--- src/rtl/reaction_stats.sv ---
// reaction_stats: best time, 4-trial moving average and outcome counters
// for the reaction-timer game, with every figure re-encoded as BCD.
module reaction_stats #(
    parameter int CNT_W   = 8,
    parameter int WIN_LOG = 2
) (
    input  logic             CLK100MHZ,
    input  logic             rst_n,
    input  logic             clear,
    input  logic             result_valid,
    input  logic [1:0]       result_kind,
    input  logic [15:0]      result_bcd,
    output logic             in_ready,
    output logic             stats_valid,
    output logic [15:0]      best_bcd,
    output logic             best_valid,
    output logic [15:0]      avg_bcd,
    output logic             avg_valid,
    output logic [CNT_W-1:0] trial_cnt,
    output logic [CNT_W-1:0] timeout_cnt,
    output logic [CNT_W-1:0] cheat_cnt,
    output logic             overrun
);
    localparam int WIN = 1 << WIN_LOG;
    localparam logic [WIN_LOG:0] FULL = (WIN_LOG + 1)'(WIN);

    localparam logic [2:0] IDLE   = 3'd0;
    localparam logic [2:0] CONV   = 3'd1;
    localparam logic [2:0] UPDATE = 3'd2;
    localparam logic [2:0] DABBLE = 3'd3;
    localparam logic [2:0] DONE   = 3'd4;

    logic [2:0]         state;
    logic [3:0]         phase;
    logic [15:0]        capBcd;
    logic [13:0]        binVal;
    logic [13:0]        ring [WIN];
    logic [WIN_LOG-1:0] wp;
    logic [WIN_LOG:0]   fill;
    logic [15:0]        sum;
    logic [13:0]        bestBin;
    logic               bestSeen;
    logic [29:0]        dabBest;
    logic [29:0]        dabAvg;

    logic [3:0]         digit;
    logic [13:0]        convNext;
    logic [15:0]        newSum;
    logic [13:0]        avgBin;
    logic [13:0]        nextBest;
    logic [29:0]        stepBest;
    logic [29:0]        stepAvg;

    // One double-dabble iteration on {bcd[15:0], bin[13:0]}
    function automatic logic [29:0] dabbleStep(input logic [29:0] v);
        logic [29:0] t;
        t = v;
        for (int i = 0; i < 4; i++) begin
            if (t[14+4*i +: 4] >= 4'd5)
                t[14+4*i +: 4] = t[14+4*i +: 4] + 4'd3;
        end
        return {t[28:0], 1'b0};
    endfunction

    assign in_ready    = (state == IDLE);
    assign stats_valid = (state == DONE);

    always_comb begin
        digit    = (capBcd[15:12] > 4'd9) ? 4'd9 : capBcd[15:12];
        convNext = (binVal << 3) + (binVal << 1) + {10'd0, digit};
        newSum   = sum - {2'b00, ring[wp]} + {2'b00, binVal};
        avgBin   = 14'(newSum >> WIN_LOG);
        nextBest = (!bestSeen || binVal < bestBin) ? binVal : bestBin;
        stepBest = dabbleStep(dabBest);
        stepAvg  = dabbleStep(dabAvg);
    end

    always_ff @(posedge CLK100MHZ) begin
        if (!rst_n || clear) begin
            state       <= IDLE;
            phase       <= '0;
            capBcd      <= '0;
            binVal      <= '0;
            wp          <= '0;
            fill        <= '0;
            sum         <= '0;
            bestBin     <= 14'd9999;
            bestSeen    <= 1'b0;
            dabBest     <= '0;
            dabAvg      <= '0;
            best_bcd    <= 16'h9999;
            best_valid  <= 1'b0;
            avg_bcd     <= '0;
            avg_valid   <= 1'b0;
            trial_cnt   <= '0;
            timeout_cnt <= '0;
            cheat_cnt   <= '0;
            overrun     <= 1'b0;
            for (int i = 0; i < WIN; i++)
                ring[i] <= '0;
        end else begin
            if (result_valid && !in_ready)
                overrun <= 1'b1;
            unique case (state)
                IDLE: begin
                    if (result_valid) begin
                        capBcd <= result_bcd;
                        binVal <= '0;
                        phase  <= '0;
                        if (result_kind == 2'd0) begin
                            state <= CONV;
                        end else begin
                            state <= DONE;
                            if (result_kind == 2'd1) begin
                                if (timeout_cnt != '1)
                                    timeout_cnt <= timeout_cnt + CNT_W'(1);
                            end else if (cheat_cnt != '1) begin
                                cheat_cnt <= cheat_cnt + CNT_W'(1);
                            end
                        end
                    end
                end
                CONV: begin
                    binVal <= convNext;
                    capBcd <= {capBcd[11:0], 4'h0};
                    phase  <= phase + 4'd1;
                    if (phase == 4'd3)
                        state <= UPDATE;
                end
                UPDATE: begin
                    sum      <= newSum;
                    ring[wp] <= binVal;
                    wp       <= wp + WIN_LOG'(1);
                    if (fill != FULL)
                        fill <= fill + (WIN_LOG + 1)'(1);
                    bestBin  <= nextBest;
                    bestSeen <= 1'b1;
                    dabBest  <= {16'h0000, nextBest};
                    dabAvg   <= {16'h0000, avgBin};
                    phase    <= '0;
                    state    <= DABBLE;
                end
                DABBLE: begin
                    dabBest <= stepBest;
                    dabAvg  <= stepAvg;
                    phase   <= phase + 4'd1;
                    // Last iteration: publish everything together on entry to DONE
                    if (phase == 4'd13) begin
                        best_bcd   <= stepBest[29:14];
                        best_valid <= 1'b1;
                        if (fill == FULL)
                            avg_bcd <= stepAvg[29:14];
                        avg_valid  <= (fill == FULL);
                        if (trial_cnt != '1)
                            trial_cnt <= trial_cnt + CNT_W'(1);
                        state <= DONE;
                    end
                end
                DONE: begin
                    state <= IDLE;
                end
                default: begin
                    state <= IDLE;
                end
            endcase
        end
    end
endmodule

--- config.mk ---
export PLATFORM = sky130hd
export DESIGN_NAME = reaction_stats
export DESIGN_NICKNAME = d
export VERILOG_FILES = /design/src/rtl/reaction_stats.sv
export SDC_FILE = /design/constraint.sdc
export NUM_CORES = 1
export LEC_CHECK = 0
export CAP_MARGIN = 40
export CORE_ASPECT_RATIO = 0.5
export CORE_MARGIN = 2
export CORE_UTILIZATION = 50
export DETAILED_ROUTE_END_ITERATION = 8
export GPL_TIMING_DRIVEN = 1
export PLACE_DENSITY = 0.66
export SLEW_MARGIN = 20
export SYNTH_ARGS = -nofsm -noshare
export SYNTH_HDL_FRONTEND = slang
export SYNTH_SLANG_ARGS = --single-unit
--- constraint.sdc ---
create_clock -name CLK100MHZ -period 7.2 [get_ports CLK100MHZ]
set_input_delay 2.16 -clock CLK100MHZ [delete_from_list [all_inputs] [get_ports CLK100MHZ]]
set_output_delay 2.16 -clock CLK100MHZ [all_outputs]
set_load 0.02 [all_outputs]
# ---- Word-level counts from Yosys, hierarchy flattened
# Memories as Yosys holds them, arrays and structs flattened. A register that Yosys moved wholly into a read port is not among the register bits.
# Index checks and enable logic that the tools add are counted.
dict set report totals {
  ramBits 56
  elab_cells 120
  register_bits 192
  output_inout_bits 61
  n_memories 1
}
dict set report op_classes {
  magnitude_cmp 10
  reduce_logical 22
  eq_ne 15
  bitwise 2
  addsub 18
  mux 33
}
# name depth word_bits rd rd_ports_with_merged_regs write_ports line_no
set mem_list {}
lappend mem_list {ring 4 14 1 1 4 37} ;# logic [13:0] ring [WIN];
# operator n
set op_table {}
lappend op_table {{$pmux W30 S2} 2}
lappend op_table {{$mux W14} 3}
lappend op_table {{$ge A4 B3 Y1 const B} 8}
lappend op_table {{$mux W4} 8}
lappend op_table {{$pmux W16 S2} 1}
lappend op_table {{$pmux W14 S2} 1}
lappend op_table {{$add A4 B2 Y4 const B} 6}
lappend op_table {{$add A8 B1 Y8 const B} 3}
lappend op_table {{$ne A8 B8 Y1 const B} 3}
lappend op_table {{$mux W3} 6}
lappend op_table {{$add A16 B14 Y16} 1}
lappend op_table {{$mux W16} 1}
lappend op_table {{$sub A16 B14 Y16} 1}
lappend op_table {{$add A14 B14 Y14} 1}
lappend op_table {{$add A14 B4 Y14} 1}
lappend op_table {{$lt A14 B14 Y1} 1}
lappend op_table {{$reduce_or A14 Y1} 1}
lappend op_table {{$pmux W3 S4} 1}
lappend op_table {{$pmux W4 S3} 1}
lappend op_table {{$reduce_and A5 Y1} 2}
lappend op_table {{$reduce_and A3 Y1} 3}
lappend op_table {{$reduce_and A2 Y1} 4}
lappend op_table {{$add A3 B2 Y3 const B} 2}
lappend op_table {{$eq A3 B2 Y1 const B} 2}
lappend op_table {{other kinds (22)} 37}

# ---- Depth between registers and ports, before layout
# Gate-level depths: netlist of run 1.
dict set report logic_depth {
  word_depth 6
  ltp_mapped 13
  mapped_depth_nobuf 12
}

# ---- Worst setup path after synthesis of run 1
# OpenSTA, ideal clock, no wires.
dict set report synth_path {
  path_type {reg-to-reg}
  from {register with a tool-made name}
  to {register sum[15]}
  stages_incl_launch_ff 13
  setup_time_ps 72
  synth_period_minus_slack_ps 3743
  required_time_ps 7128
  slack_ps 3457
  n_path_buf 2
  t_arrival_ps 3672
  cell_sequence {dfxtp_1 -> clkbuf_1 -> buf_2 -> mux4_2 -> fa_1 -> inv_1 -> ha_1 -> a2111oi_0 -> o21ai_0 -> a31oi_1 -> a31oi_1 -> mux2i_1 -> mux2i_1}
}
# element line_no
set synth_lines {}
lappend synth_lines {{end signal: assignment} 131} ;# sum <= newSum;
lappend synth_lines {{end: declaration} 40} ;# logic [15:0] sum;

# ---- Worst setup path after layout of run 1
dict set report layout_path {
  from {register state[0]}
  to {output in_ready}
}
dict set report layout_between {
  elab_chain_cells 1
}
# element line_no
set layout_lines {}
lappend layout_lines {{start: declaration} 33} ;# logic [2:0] state;
lappend layout_lines {{start signal: assignment} 80} ;# state <= IDLE;
lappend layout_lines {{start signal: assignment} 111} ;# state <= CONV;
lappend layout_lines {{start signal: assignment} 113} ;# state <= DONE;
lappend layout_lines {{$logic_not A3 Y1} 65} ;# assign in_ready = (state == IDLE);
lappend layout_lines {{end: declaration} 13} ;# output logic in_ready,
# No other way between the ends.

==> flow_summary.ini, run 1 <==
[cts]
h-tree-depth = 1
cts_setup_buffers = 0
cts.sinks = 250
holdBufCountCts = 0
cts_tree = built
cts_made_buffers = 23
clock_latency_ns = 0.53
cts.clk_slew.worst_paths_ns = 0.07
cts-root-buf = clkbuf_16
cts_resized = 0
max-clock-path-buffers = 3

[power_and_ir_drop]
p_leak_uw = 0.00557
power_density_mw_per_mm2 = 193
peakVddDrop_uv = 139
p_total_uw = 2800

[synth]
syn_nets = 1477
yosys-top-cells-area = dfxtp_1 31%, edfxtp_1 13%, ha_1 7.3%
synth_ff_type = dfxtp_1
seq_area_frac_synth_pct = 44.2
yosys.cell_types.count = 65
yosysMostFrequentCell = dfxtp_1
synthDominantCellAreaShare_pct = 30.8
yosys.area.top_type = dfxtp_1
async_reset_ff_share_pct = 0
synth_edf_count = 56
synth_common_cells = 194 x dfxtp_1, 142 x nand2_1, 135 x nor2_1, 116 x a21oi_1, 110 x inv_1
synth.avg_cell_area_sq_um = 9.23
synth.cell_area_sq_mm = 0.0126
yosysWarnings = 0
synth_seq_cells = 250
synthesis.instances = 1365

[timing]
worst_pin_slew_ns = 0.769
setup_ws_ns = 2.91
hold_viol = 0
fin_crit_sh_pct = 59.6
rsz0062_at_grt = false
setup_viol = 0
fin_setup_tns_ns = 0
fin_crit_ns = 4.29
finalClockSkew_ns = 0.0148
clock.fmax_mhz = 233
maxSlewViolCount = 0
holdWs_ns = 0.456
slew_headroom_pct = 48.3

[worst_setup_path]
crit_arrival_ns = 2.13
cp.required_ns = 5.04
worstSetupPathType = reg -> out
reg2reg_depth = 11
timing.rr.end = sum[15]
cp-start-kind = flip-flop
reg2reg_slack_ns = 3.12
worstSetupEndpointType = output pin
cp_max_fo = 12

[final_layout]
area_growth_pct = 15.0
drive_gt1_share_pct = 6.32
layout.cells.non_filler = 1783
nets = 1534
nFillCells = 2163
n_antenna_cell = 0

[detailed_routing]
vias_per_cell = 5.63
drt_iter0_markers = 764
dr_total_vias = 10045
ant_nets = 0
drc = 0
routedWlPerCell_um = 16.9
drt_pre_antenna_iters = 6
routed_wl_um = 30100

[flow_run]
drv_cap = 0

[grt]
grt_max_degree = 80
grt_pass1_vias = 9377
antenna_found_initial = 0
grt_overflow = 0
grt_pass1_wl_um = 48300
grt_use_total_pct = 22.3

[floorplan]
core-area_sq_mm = 0.0250
die_y_um = 116
dieArea_sq_mm = 0.0266
io_pins = 83
die_x_um = 228
initial_core_util_pct = 50.4
row_count = 41

[min_path]
min_from = best_bcd[5]
hold_end = best_bcd[5]
hold_class = reg -> reg
hold_depth = 2

[placed_design]
io_buffers = 82
dp_hpwl_um = 20500
place_ws_ns = 2.51
placedCellCount = 1740
gp_congestion = 0.838

[run_status]
outcome = finished clean
layout by cell type, fill, tap and decap left out, types with 5 or more instances in the layout:
cell             Yosys  routed
xor2_1              19      19
clkinv_2             0       7
mux4_2              14      14
a21o_1               7       7
a211oi_1            22      22
nor3b_1             17      17
inv_1              110     110
buf_4                2      17
edfxtp_1            56      56
mux2i_1             39      39
a22oi_1             53      53
or3_1                8       8
clkbuf_8             0       5
a21oi_1            116     116
nor2_1             135     134
nor2b_1              6       5
ha_1                74      74
nand3_1             35      35
nand2_1            142     142
clkbuf_16            0      23
dfxtp_1            194     194
o211ai_1            14      14
nor4_1              16      16
clkdlybuf4s50_1      0      82
nor3_1              20      20
a22o_1               5       5
o21ai_0             53      51
nand2b_1            14      13
xnor2_1             26      26
fa_1                16      16
nand4_1              8       8
o21a_1               6       6
and3_1               8       8
o22ai_1             17      17
how the worst max path moves through the flow:
| stage | start | to | slack (ns) | cells past startpoint |
|---|---|---|---|---|
| floorplan | flip-flop | sum[15] | 3.46 | 12 |
| global placement | result_valid | timeout_cnt[5] | 2.52 | 6 |
| detailed placement | rst_n | ring[0][12] | 2.51 | 7 |
| CTS | state[0] | in_ready | 2.89 | 3 |
| global route | state[0] | in_ready | 2.83 | 3 |
| finish | state[0] | in_ready | 2.91 | 3 |
critical path, cell delays in order (launching register included):
cell and delay, ns:
dfxtp_1 0.46, or3_4 0.47, clkinv_4 0.07, clkdlybuf4s50_1 0.59
power by group:
part	internal, uW	switching, uW
Sequential	1450	11.0
Clock	644	545
Combinational	57.2	91.9
routing by layer:
layer / up-vias / routed length [um] / share of wire [%] / global-route usage (%)
met1: 4844 / 14400 / 48 / 31.9
li1: 4913 / - / - / -
met2: 245 / 13600 / 45 / 36.1
met5: - / 0 / 0 / 0
met3: 43 / 1530 / 5.1 / 2.95
met4: 0 / 545 / 1.8 / 5.84
layout make-up:
type                       count  area, sq um  area share (%)
multi-input combinational    934         6350            43.8
clock inverter                11         68.8           0.475
sequential                   250         5570            38.4
inverter                     111          422            2.91
timing repair buffer         102         1000            6.92
tap                          344          430            2.97
clock buffer                  31          656            4.52
per-stage QoR:
| stage | utilization [%] | instance area (sq um) |
|---|---|---|
| finish | 58.0 | 14500 |
| global route | 58.0 | 14500 |
| CTS | 57.9 | 14500 |
| detailed placement | 55.0 | 13700 |
| global placement | 54.8 | 13700 |
| floorplan | - | 12600 |
cell families after synthesis:
| family | Yosys count | share of synthesized area [%] |
|---|---|---|
| muxes | 53 | 5.60 |
| adders and majority gates | 90 | 9.89 |
| xor gates and xnor gates | 45 | 3.13 |
| buffers and inverters | 181 | 5.60 |
| and+or+nand+nor | 428 | 16.0 |
| AOI/OAI and AO/OA | 318 | 15.7 |
| DFF | 250 | 44.2 |
state kept, by name, summed over array words and instances, names as in the netlist, 8 cells and up, named ones only:
register and count:
dabAvg 30, timeout_cnt 8, trial_cnt 8, binVal 14, ring 56, best_bcd 16, sum 16, capBcd 16
cheat_cnt 8, bestBin 14, avg_bcd 16, dabBest 30
No activity file was read; power rests on OpenSTA's default activity.
==> run 2: changes to the inputs <==
- PLACE_DENSITY: 0.66 -> 0.69
- clock period: 7.2 -> 3.75 ns (I/O delays scaled with it)
==> run 2 against run 1 <==
Effect of this change: clock-buffer cell count up 7; critical path depth up 7; sequential share of layout area down 0.61 points; register-to-register slack worse by 2.9 ns; combinational power up 96%; flip-flop and latch count unchanged; die area unchanged; clock skew down 0.0029 ns; largest cell class unchanged; largest power group unchanged; highest routed layer unchanged.
==> flow_summary.ini, run 2 (synthesized netlist as in run 1, its figures left out) <==
[run_status]
outcome = finished clean

[worst_setup_path]
cp-endpoint = sum[15]
cp-start-kind = flip-flop
reg2reg_depth = 10
timing.rr.end = sum[15]
reg2reg_slack_ns = 0.26
cp.required_ns = 4.20
worstSetupEndpointType = flip-flop
cp_max_fo = 6
worstSetupPathType = reg -> reg
crit_arrival_ns = 3.94

[min_path]
hold_class = reg -> reg

[final_layout]
final_util_pct = 59.0
n_antenna_cell = 0
final_area_sq_mm = 0.0147
drive_gt1_share_pct = 7.61
nets = 1553
largest_registers = ring (56), dabAvg (30), dabBest (30)
largest_register_ffs = 56
layout_commonest_cell = dfxtp_1
top_register = ring
area_growth_pct = 16.9
mostFrequentLayoutCells = 193 x dfxtp_1, 142 x nand2_1, 134 x nor2_1

[cts]
cts_tree = built
cts.sinks = 250
h-tree-depth = 1
clock_latency_ns = 0.52
cts-root-buf = clkbuf_16
max-clock-path-buffers = 3
cts.clk_slew.worst_paths_ns = 0.06
cts_made_buffers = 24

[grt]
grt_pass1_vias = 9813
grt_max_degree = 106
grt_use_total_pct = 22.6
grt_overflow = 0
grt_pass1_wl_um = 49300
antenna_found_initial = 0

[detailed_routing]
dr_wl_met2_um = 13900
dr_total_vias = 10152
drt_iter0_markers = 727
drc = 0
routed_wl_um = 30400
vias_per_cell = 5.63
routedWlPerCell_um = 16.9
drt_pre_antenna_iters = 5
routed-wl-met3_um = 1660
highest-signal-layer = met4
wl_met1_um = 14200
ant_nets = 0

[timing]
hold_viol = 0
slew_headroom_pct = 51.4
fin_crit_sh_pct = 93.1
rsz0062_at_grt = false
holdWs_ns = 0.456
setup_viol = 0
finalClockSkew_ns = 0.0119
clock.fmax_mhz = 286
maxSlewViolCount = 0
fin_crit_ns = 3.49
worst_pin_slew_ns = 0.728

[floorplan]
die_y_um = 116
dieArea_sq_mm = 0.0266
die_x_um = 228
core-area_sq_mm = 0.0250
io_pins = 83
initial_core_util_pct = 50.4
row_count = 41

[power_and_ir_drop]
p_int_uw = 4370
switchingPower_uw = 1220
peakVddDrop_uv = 252
pwr-share-clk_pct = 44.6
power.share.switching_pct = 21.9
p_leak_uw = 0.00572
power_density_mw_per_mm2 = 380
p_seq_share_pct = 50.2
combPwrFrac_pct = 5.2

[flow_run]
drv_cap = 0

[placed_design]
placed_cell_area_sq_mm = 0.0139
io_buffers = 82
gp_congestion = 0.860
dp_hpwl_um = 21800
## run 2: changes by cell type in the layout (fill, tap and decap cells not counted), moves of 2 or more
| cell | change |
|---|---|
| clkbuf_8 | +2 |
| buf_4 | +19 |
| clkbuf_16 | +3 |
| clkbuf_1 | +2 |
| buf_12 | +2 |
| clkinv_2 | -3 |
## run 2: power by group through the flow
stage | logic [uW] | registers [uW] | clock network (uW)
6_report | 292 | 2810 | 2490
5_1_grt | 320 | 2810 | 2630
4_1_cts | 291 | 2810 | 2530
3_5_place_dp | 288 | 2870 | 0
3_3_place_gp | 280 | 2860 | 0
2_1_floorplan | 194 | 2850 | 0
## run 2: stage by stage
stage | cells | worst slack [ns] | TNS [ns] | power, uW
global route | 1803 | 0.0746 | 0 | 5750
CTS | 1803 | 0.0289 | 0 | 5620
finish | 1803 | 0.257 | 0 | 5590
global placement | 1758 | 0.121 | 0 | 3140
detailed placement | 1759 | -0.0372 | -0.0372 | 3150
floorplan | 1365 | 0.00662 | 0 | 3050
## run 2: cell type report
cell class,instances,area (sq um)
well taps,344,430
inverters,111,422
multi-input cells,934,6350
fillers,2157,10300
repair buffers,120,1130
flip-flops and latches,250,5570
clock inverters,6,58.8
clock buffers,38,766
## run 2: per-layer routing
metal  global-route usage, %  vias up
met1                    31.2     4848
met5                       0        -
met3                    2.86       54
met4                    5.88        0
met2                    38.2      297
li1                        -     4953
## run 2: timing repair
| item | CTS | global route |
|---|---|---|
| hold buffers | 0 | 0 |
| endpoints found under the hold margin | 0 | 0 |
| buffers inserted | 0 | 0 |
| gates resized for setup | 1 | 3 |
| endpoints found under the setup margin | 3 | 6 |
## run 2: critical path: stages (launching register included)
cell and delay [ns]:
dfxtp_2 0.41, mux4_2 0.54, fa_1 0.51, inv_1 0.05
ha_1 0.36, a2111oi_1 0.48, o21ai_1 0.20, a31oi_2 0.32
a31oi_1 0.16, mux2i_1 0.21, mux2i_1 0.19
## run 2: worst min path at each step
stage,start,cells past startpoint,to
floorplan,sum[9],2,sum[9]
global placement,sum[9],2,sum[9]
detailed placement,best_bcd[5],2,best_bcd[5]
CTS,best_bcd[1],2,best_bcd[1]
global route,sum[9],2,sum[9]
finish,best_bcd[1],2,best_bcd[1]
